`config.mk`:
```
export PLATFORM = sky130hd
export DESIGN_NAME = riscv_dmem_ctrl
export DESIGN_NICKNAME = d
export VERILOG_FILES = /design/src/rtl/riscv_defs.sv /design/src/rtl/riscv_dmem_lane.sv /design/src/rtl/riscv_dmem_ctrl.sv
export SDC_FILE = /design/constraint.sdc
export NUM_CORES = 1
export LEC_CHECK = 0
export CAP_MARGIN = 20
export CORE_MARGIN = 2
export CORE_UTILIZATION = 25
export DETAILED_ROUTE_END_ITERATION = 10
export PLACE_DENSITY = 0.54
export SLEW_MARGIN = 10
export SYNTH_ARGS = -nofsm -noshare
export SYNTH_HDL_FRONTEND = slang
export SYNTH_HIERARCHICAL = 1
export SYNTH_SLANG_ARGS = --single-unit
```
`constraint.sdc`:
```
create_clock -name clk -period 3.14 [get_ports clk]
set_input_delay 0.471 -clock clk [delete_from_list [all_inputs] [get_ports clk]]
set_output_delay 0.471 -clock clk [all_outputs]
set_load 0.01 [all_outputs]
```
`src/rtl/riscv_defs.sv`:
```
// Shared encodings for the data-memory controller: access sizes, FSM states,
// and the alignment rule that sends an access to the error path.
package riscv_defs;

  typedef enum logic [1:0] {
    SZ_BYTE = 2'b00,
    SZ_HALF = 2'b01,
    SZ_WORD = 2'b10,
    SZ_ILL  = 2'b11
  } size_e;

  typedef enum logic [2:0] {
    ST_IDLE = 3'd0,
    ST_RD   = 3'd1,
    ST_WAIT = 3'd2,
    ST_WR   = 3'd3,
    ST_ERR  = 3'd4
  } state_e;

  function automatic logic access_bad(input logic [1:0] size, input logic [1:0] lo);
    logic bad;
    case (size)
      SZ_BYTE: bad = 1'b0;
      SZ_HALF: bad = lo[0];
      SZ_WORD: bad = (lo != 2'b00);
      default: bad = 1'b1;
    endcase
    return bad;
  endfunction

endpackage

```
`src/rtl/riscv_dmem_lane.sv`:
```
// Byte/half lane handling: extracts and extends load data from a RAM word, and
// builds the read-modify-write word for sub-word stores.
module riscv_dmem_lane
  import riscv_defs::*;
(
  input  logic [1:0]  size_i,
  input  logic        unsigned_i,
  input  logic [1:0]  addr_lo_i,
  input  logic [31:0] rword_i,
  input  logic [31:0] wdata_i,
  output logic [31:0] load_o,
  output logic [31:0] merged_o
);

  logic [7:0]  byte_sel;
  logic [15:0] half_sel;

  always_comb begin
    case (addr_lo_i)
      2'd0:    byte_sel = rword_i[7:0];
      2'd1:    byte_sel = rword_i[15:8];
      2'd2:    byte_sel = rword_i[23:16];
      default: byte_sel = rword_i[31:24];
    endcase
    half_sel = addr_lo_i[1] ? rword_i[31:16] : rword_i[15:0];

    case (size_i)
      SZ_BYTE: load_o = {{24{~unsigned_i & byte_sel[7]}}, byte_sel};
      SZ_HALF: load_o = {{16{~unsigned_i & half_sel[15]}}, half_sel};
      default: load_o = rword_i;
    endcase

    merged_o = rword_i;
    case (size_i)
      SZ_BYTE: begin
        case (addr_lo_i)
          2'd0:    merged_o[7:0]   = wdata_i[7:0];
          2'd1:    merged_o[15:8]  = wdata_i[7:0];
          2'd2:    merged_o[23:16] = wdata_i[7:0];
          default: merged_o[31:24] = wdata_i[7:0];
        endcase
      end
      SZ_HALF: begin
        if (addr_lo_i[1]) merged_o[31:16] = wdata_i[15:0];
        else              merged_o[15:0]  = wdata_i[15:0];
      end
      default: merged_o = rword_i;
    endcase
  end

endmodule

```
`src/rtl/riscv_dmem_ctrl.sv`:
```
// Single-port data-memory controller: one request at a time, sub-word stores
// done as read-modify-write, misaligned/illegal accesses answered with an error.
module riscv_dmem_ctrl
  import riscv_defs::*;
#(
  parameter int ADDR_W = 14
) (
  input  logic              clk,
  input  logic              rst,
  input  logic              req_valid,
  output logic              req_ready,
  input  logic              req_we,
  input  logic [1:0]        req_size,
  input  logic              req_unsigned,
  input  logic [31:0]       req_addr,
  input  logic [31:0]       req_wdata,
  output logic              resp_valid,
  output logic              resp_err,
  output logic [31:0]       resp_rdata,
  output logic              ram_en,
  output logic              ram_we,
  output logic [ADDR_W-1:0] ram_addr,
  output logic [31:0]       ram_din,
  input  logic [31:0]       ram_dout
);

  state_e            state_q, state_d;
  logic              live_q;
  logic              we_q, uns_q;
  logic [1:0]        size_q;
  logic [ADDR_W+1:0] addr_q;
  logic [31:0]       wdata_q, merge_q, rdata_q;
  logic [31:0]       lane_load, lane_merge;
  logic              accept, load_resp;
  logic              unused_addr_hi;

  assign unused_addr_hi = ^req_addr[31:ADDR_W+2];
  assign accept         = req_valid & req_ready;
  assign load_resp      = (state_q == ST_WAIT) & ~we_q;

  riscv_dmem_lane u_lane (
    .size_i     (size_q),
    .unsigned_i (uns_q),
    .addr_lo_i  (addr_q[1:0]),
    .rword_i    (ram_dout),
    .wdata_i    (wdata_q),
    .load_o     (lane_load),
    .merged_o   (lane_merge)
  );

  // live_q keeps req_ready low until the first edge after reset release
  always_ff @(posedge clk or negedge rst) begin
    if (!rst) begin
      state_q <= ST_IDLE;
      live_q  <= 1'b0;
      rdata_q <= '0;
    end else begin
      state_q <= state_d;
      live_q  <= 1'b1;
      if (load_resp)               rdata_q <= lane_load;
      else if (state_q == ST_ERR)  rdata_q <= '0;
    end
  end

  always_ff @(posedge clk) begin
    if (accept) begin
      we_q    <= req_we;
      size_q  <= req_size;
      uns_q   <= req_unsigned;
      addr_q  <= req_addr[ADDR_W+1:0];
      wdata_q <= req_wdata;
    end
    if (state_q == ST_WAIT) merge_q <= lane_merge;
  end

  always_comb begin
    state_d    = state_q;
    req_ready  = 1'b0;
    ram_en     = 1'b0;
    ram_we     = 1'b0;
    ram_addr   = '0;
    ram_din    = '0;
    resp_valid = 1'b0;
    resp_err   = 1'b0;
    resp_rdata = rdata_q;
    case (state_q)
      ST_IDLE: begin
        req_ready = live_q;
        if (accept) begin
          if (access_bad(req_size, req_addr[1:0]))  state_d = ST_ERR;
          else if (req_we && req_size == SZ_WORD)   state_d = ST_WR;
          else                                      state_d = ST_RD;
        end
      end
      ST_RD: begin
        ram_en   = 1'b1;
        ram_addr = addr_q[ADDR_W+1:2];
        state_d  = ST_WAIT;
      end
      ST_WAIT: begin
        if (we_q) begin
          state_d = ST_WR;
        end else begin
          resp_valid = 1'b1;
          resp_rdata = lane_load;
          state_d    = ST_IDLE;
        end
      end
      ST_WR: begin
        ram_en     = 1'b1;
        ram_we     = 1'b1;
        ram_addr   = addr_q[ADDR_W+1:2];
        ram_din    = (size_q == SZ_WORD) ? wdata_q : merge_q;
        resp_valid = 1'b1;
        state_d    = ST_IDLE;
      end
      ST_ERR: begin
        resp_valid = 1'b1;
        resp_err   = 1'b1;
        resp_rdata = '0;
        state_d    = ST_IDLE;
      end
      default: state_d = ST_IDLE;
    endcase
  end

endmodule
```
* Word level (Yosys, flattened, before mapping)
Cells that the tools add are included.
W data, S select, Z words.
** Cells by class
- Reductions and logical operators :: 10
- Bitwise logic cells :: 6
- Multiplexer cells :: 31
- Equality and inequality tests :: 11
** Operators with widths (count)
- $pmux W32 S2 :: 3
- $mux W32 :: 5
- $mux W16 :: 3
- $mux W8 :: 4
- $pmux W8 S3 :: 1
- $mux W14 :: 1
- $pmux W3 S3 :: 1
- $mux W1 :: 7
- $eq A2 B1 Y1 const B :: 3
- $eq A2 B2 Y1 const B :: 3
- $eq A3 B2 Y1 const B :: 2
- $logic_not A2 Y1 :: 3
- $mux W3 :: 2
- $and A1 B1 Y1 :: 4
- $mux W2 :: 2
- $reduce_bool A2 Y1 :: 2
- $reduce_or A2 Y1 :: 2
- $eq A3 B1 Y1 const B :: 1
- $eq A3 B3 Y1 const B :: 1
- $logic_not A3 Y1 :: 1
- $pmux W1 S3 :: 1
- $reduce_or A3 Y1 :: 1
- $ne A2 B2 Y1 const B :: 1
- $not A1 Y1 :: 2
- other kinds (2) :: 2
** Storage, ports and cells
- Input bits :: 103
- Word-level logic and storage cells :: 67
- Register bits :: 120
- Output and inout port bits :: 83

* Longest topological paths before layout
- Depth after elaboration :: 8
- Gate-level depth with buffers :: 8
- Gate-level depth less buffers :: 5

* Modules after synthesis
Netlist, hierarchy kept.
** Modules (own cells, without submodules)
- riscv_dmem_ctrl :: area an instance 4822.1 µm², sequential area each 3423.3 µm², cells an instance 346, instances 1
- riscv_dmem_lane :: area an instance 1731.7 µm², sequential area each 0.0 µm², cells an instance 249, instances 1

* Worst setup path before layout
Ideal clock, no wire load.
- Path type :: reg-to-reg
- From :: register state_q[1]
- To :: register addr_q[0], enable pin
- Setup slack :: 0.462 ns
- Arrival time :: 2.272 ns
- Data required time :: 2.734 ns
- Cell stages (with the launch flop) :: 5
- Path buffers :: 1
- Cell sequence :: dfrtp_1 -> buf_6 -> nor4b_1 -> nand2_1 -> inv_1
** On the way
- Cells in the longest elaborated chain, start to end :: 3
** RTL lines
- start, declared :: RTL line riscv_dmem_ctrl.sv:27 : state_e state_q, state_d;
- start signal, assigned :: RTL line riscv_dmem_ctrl.sv:58 : state_q <= state_d;
- $logic_not A3 Y1 :: RTL line riscv_dmem_ctrl.sv:86 : case (state_q)
- $mux W1 :: RTL line riscv_dmem_ctrl.sv:86
- net req_ready :: RTL line riscv_dmem_ctrl.sv:11 : output logic req_ready,
- $and A1 B1 Y1 :: RTL line riscv_dmem_ctrl.sv:38 : assign accept = req_valid & req_ready;
- net accept :: RTL line riscv_dmem_ctrl.sv:34 : logic accept, load_resp;
- end signal, assigned :: RTL line riscv_dmem_ctrl.sv:70 : addr_q <= req_addr[ADDR_W+1:0];
- end, declared :: RTL line riscv_dmem_ctrl.sv:31 : logic [ADDR_W+1:0] addr_q;
The timed path passes the listed nets, and every way through them passes these cells.
A chain may end at the register's enable or synchronous reset.

* Worst setup path in the final report
- From :: input port ram_dout[15]
- To :: output port resp_rdata[26]
** On the way
- Cells in the longest elaborated chain, start to end :: 5
- Elaborated cells on any way between the ends :: 7
** RTL lines
- start, declared :: RTL line riscv_dmem_ctrl.sv:24 : input logic [31:0] ram_dout
- $pmux W8 S3 or $mux W16 (tied branches) :: RTL line riscv_dmem_lane.sv:19, riscv_dmem_lane.sv:25
- $and A1 B1 Y1 (on tied branches) :: RTL line riscv_dmem_lane.sv:28, riscv_dmem_lane.sv:29
- $pmux W32 S2 * :: RTL line riscv_dmem_lane.sv:27 : case (size_i)
- net lane_load[26] :: RTL line riscv_dmem_ctrl.sv:33 : logic [31:0] lane_load, lane_merge;
- $mux W32 * :: RTL line riscv_dmem_ctrl.sv:101 : if (we_q) begin
- $pmux W32 S2 * :: RTL line riscv_dmem_ctrl.sv:86
- end, declared :: RTL line riscv_dmem_ctrl.sv:19 : output logic [31:0] resp_rdata,
Mark *: on every way through the listed nets, which the timed path passes. The rest lies on a longest branch.

==> key figures <==
Placed design
  – DP HPWL: 15,700 microns
  – GP Congestion: 0.846
  – Post-Place Cells: approximately 1,100
  – Port Buffers: roughly 170

STA
  – Final hold vios: 0
  – Final Slew Violations: 0
  – Post-Route Skew: 0.00855 ns
  – Final Setup Violations: 0
  – Fin crit period: 3.07 ns
  – Fmax: 0.326 GHz
  – Final Cycle Share: 97.7%
  – Worst-Margin Slew: 0.977 ns
  – Max-slew headroom: 34.8%

Power
  – Register share of total power: 35.8%
  – Lkg Pwr: around 4 nW
  – Maximum VDD drop: about 300 uV
  – Internal power: between 0.004 and 0.005 W
  – Comb pwr share: 35.2%
  – Sw frac: a little under a third
  – P_sw: between 0.002 and 0.0025 W
  – Clk network pwr share: 29.1%
  – Power per Cell Area: between 600 and 700 nW/um^2

Worst setup path
  – CP delay by family, top: buffers and inverters
  – Element type at the critical path start: primary input
  – Crit. Startpoint: ram_dout[15]
  – Reg2Reg Launch Point: addr_q[1]
  – WP buf/inv: 3
  – Worst EP arrival: roughly 2.6 ns
  – Worst-path cell chain: clkdlybuf4s50_1 -> mux2_2 -> o22ai_4 -> o21a_4 -> buf_12 -> nand2_1 -> a22o_1 -> clkdlybuf4s50_1
  – Critical Path Max Stage Delay: 0.47 ns
  – Critical Path Sink Type: output pin
  – Worst-path fanout max: 15
  – Setup CP Type: in -> out
  – Critical Path RT: 2.67 ns
  – Most used cell, CP: clkdlybuf4s50_1
  – Slowest cell on crit path: clkdlybuf4s50_1

CTS
  – H-Tree Depth: 4
  – Clock latency on the worst-skew pair: about 0.43 ns
  – CTS root buf: clkbuf_16
  – Total clock sinks: 120
  – CTS tree: done
  – Max clock buf depth: 2
  – Clk slew on worst S/H paths: 0.05 ns
  – CTS Buf Count: 17

Floorplan
  – IO Count: about 190
  – Initial Util: around 25%
  – Core Rows: 59
  – Die W: between 150 and 200 microns
  – DIE AREA: around 28,000 sq um
  – Core footprint: approximately 26,000 sq um
  – Die Height: approximately 170 microns

Synthesis
  – Mapped Nets: around 700
  – Mapped Area: 6550 sq um
  – Post-synthesis cell type count: 52
  – Cells after Synth: 595
  – FF+latch count, synth: 120
  – YS warnings: 6
  – Async S/R FF share, synth: 30.0%
  – Post-synthesis sequential area ratio: roughly 52%
  – Predominant post-synthesis flop cell: edfxtp_1
  – EDFF count, synth: 84
  – Mean Syn Cell Area: 11.0 sq um

GRT
  – Number of global-route vias before repair: 5,523
  – Grt ovf: 0
  – Largest net degree at the start of global routing: 65
  – Total GRT Usage: 16.1%
  – First-pass GRT wire length: 33,600 microns
  – Initial antenna violation count: 0

Final layout
  – Nets@finish: 891
  – Area grow syn2layout: 44.0%
  – Most frequent cells in the layout: clkdlybuf4s50_1, nand2_1, edfxtp_1
  – Finished Core Util: 36.4%
  – Layout cells sized above 1: between 10% and 20%
  – Fillers: 2,613
  – Area of the multi-input gates: about 2800 sq um
  – Storage element area: 3420 sq um
  – Most common cell after layout, fill and taps aside: clkdlybuf4s50_1
  – Final cell count without fillers: 1,136

Drt
  – Drt initial violations: 521
  – Vias per std cell: 4.94
  – WL per Instance: 19.6 microns
  – Router iterations before antenna repair: 5
  – Final wirelength: 22,200 microns
  – Via Count: ~5,600
  – Routed Antenna Nets: 0
  – DRC: 0

Min path
  – Worst min path class: in -> async

Job
  – Max-Cap Viols: 0

Status
  – Status: completed
[cell usage after synthesis (all sizes together), types with 10 or more instances]
| master | instances | area, sq um |
|---|---|---|
| nand2 | 108 | 408 |
| buf | 32 | 269 |
| o22ai | 15 | 100 |
| a221oi | 16 | 140 |
| edfxtp | 84 | 2520 |
| nor2 | 38 | 155 |
| clkbuf | 19 | 71.3 |
| a22o | 64 | 561 |
| dfrtp | 36 | 901 |
| a21oi | 34 | 170 |
| nor2b | 10 | 62.6 |
| o21ai | 14 | 70.1 |
| inv | 21 | 78.8 |
| mux2 | 25 | 300 |
| and2 | 14 | 87.6 |
[cells by family (layout without fill, tap and decap cells)]
group / Yosys count / in the layout / synth area share, %
AOI/OAI and AO/OA: 178 / 178 / 20.6
buffers and inverters: 72 / 275 / 6.40
DFF: 120 / 120 / 52.2
muxes: 32 / 32 / 7.03
other: 1 / 2 / 0.0572
and+or+nand+nor: 192 / 194 / 13.7
[metal layers]
metal  vias to the layer above  routed length (microns)  global-route usage (%)
met5                         -                        0                       0
met4                         0                      436                    4.73
met3                        29                     1570                    5.05
met2                       220                    10500                    25.3
met1                      2744                     9790                    21.4
li1                       2618                        -                       -
[layout make-up]
| class | count | share of cell area, % |
|---|---|---|
| Antenna cell | 1 | 0.0265 |
| Clock buffer | 20 | 4.63 |
| Clock inverter | 11 | 1.14 |
| Inverter | 21 | 0.835 |
| Multi-Input combinational cell | 405 | 29.5 |
| Sequential cell | 120 | 36.3 |
| Tap cell | 335 | 4.44 |
| Timing Repair Buffer | 223 | 23.2 |
[timing repair]
item	CTS	global route
pin swaps	2	2
hold buffers	0	0
cloned	2	0
setup buffers	6	4
resized for setup	6	24
endpoints found under the setup margin	30	30
[sequential cells by signal, indices dropped and copies added (netlist names), 2 cells and up]
signal,count
merge_q,32
rdata_q,32
wdata_q,32
addr_q,16
state_q,3
size_q,2
[worst paths after layout]
kind	end	slack [ns]	depth (start not counted)
max in group asynchronous	live_q	2.46	1
hold / removal	rdata_q[17]	0.15	1
min in group clk	rdata_q[29]	0.49	1
setup reg to reg	merge_q[8]	0.97	6
hold reg to reg	rdata_q[29]	0.49	1
setup / recovery	resp_rdata[26]	0.07	8
[power by group through the flow]
stage	sequential [W]	combinational (W)	clock, W
6_report	0.00229	0.00225	0.00186
5_1_grt	0.00232	0.00243	0.00199
4_1_cts	0.00228	0.00228	0.00192
3_5_place_dp	0.00231	0.00222	0
3_3_place_gp	0.00230	0.00221	0
2_1_floorplan	0.00225	0.00129	0
[stage by stage]
stage | worst slack (ns) | hold slack, ns | cell area (sq um) | power [W] | setup TNS [ns]
after floorplan | 0.462 | 0.175 | 6550 | 0.00355 | 0
after global placement | 0.0695 | 0.484 | 8700 | 0.00451 | 0
after detailed placement | 0.0164 | 0.482 | 8700 | 0.00452 | 0
after CTS | 0.00863 | 0.166 | 9330 | 0.00648 | 0
after global routing | -0.0122 | 0.208 | 9430 | 0.00674 | -0.0376
final | 0.0725 | 0.149 | 9440 | 0.00639 | 0
[worst reg2reg max path: cells and delay by family, from the launching register on]
kind | cells | cell delay, ns
AOI/OAI and AO/OA | 2 | 0.56
DFF | 1 | 0.37
buffers and inverters | 2 | 0.39
and+or+nand+nor | 2 | 0.62
(Power assumes the default switching activity.)
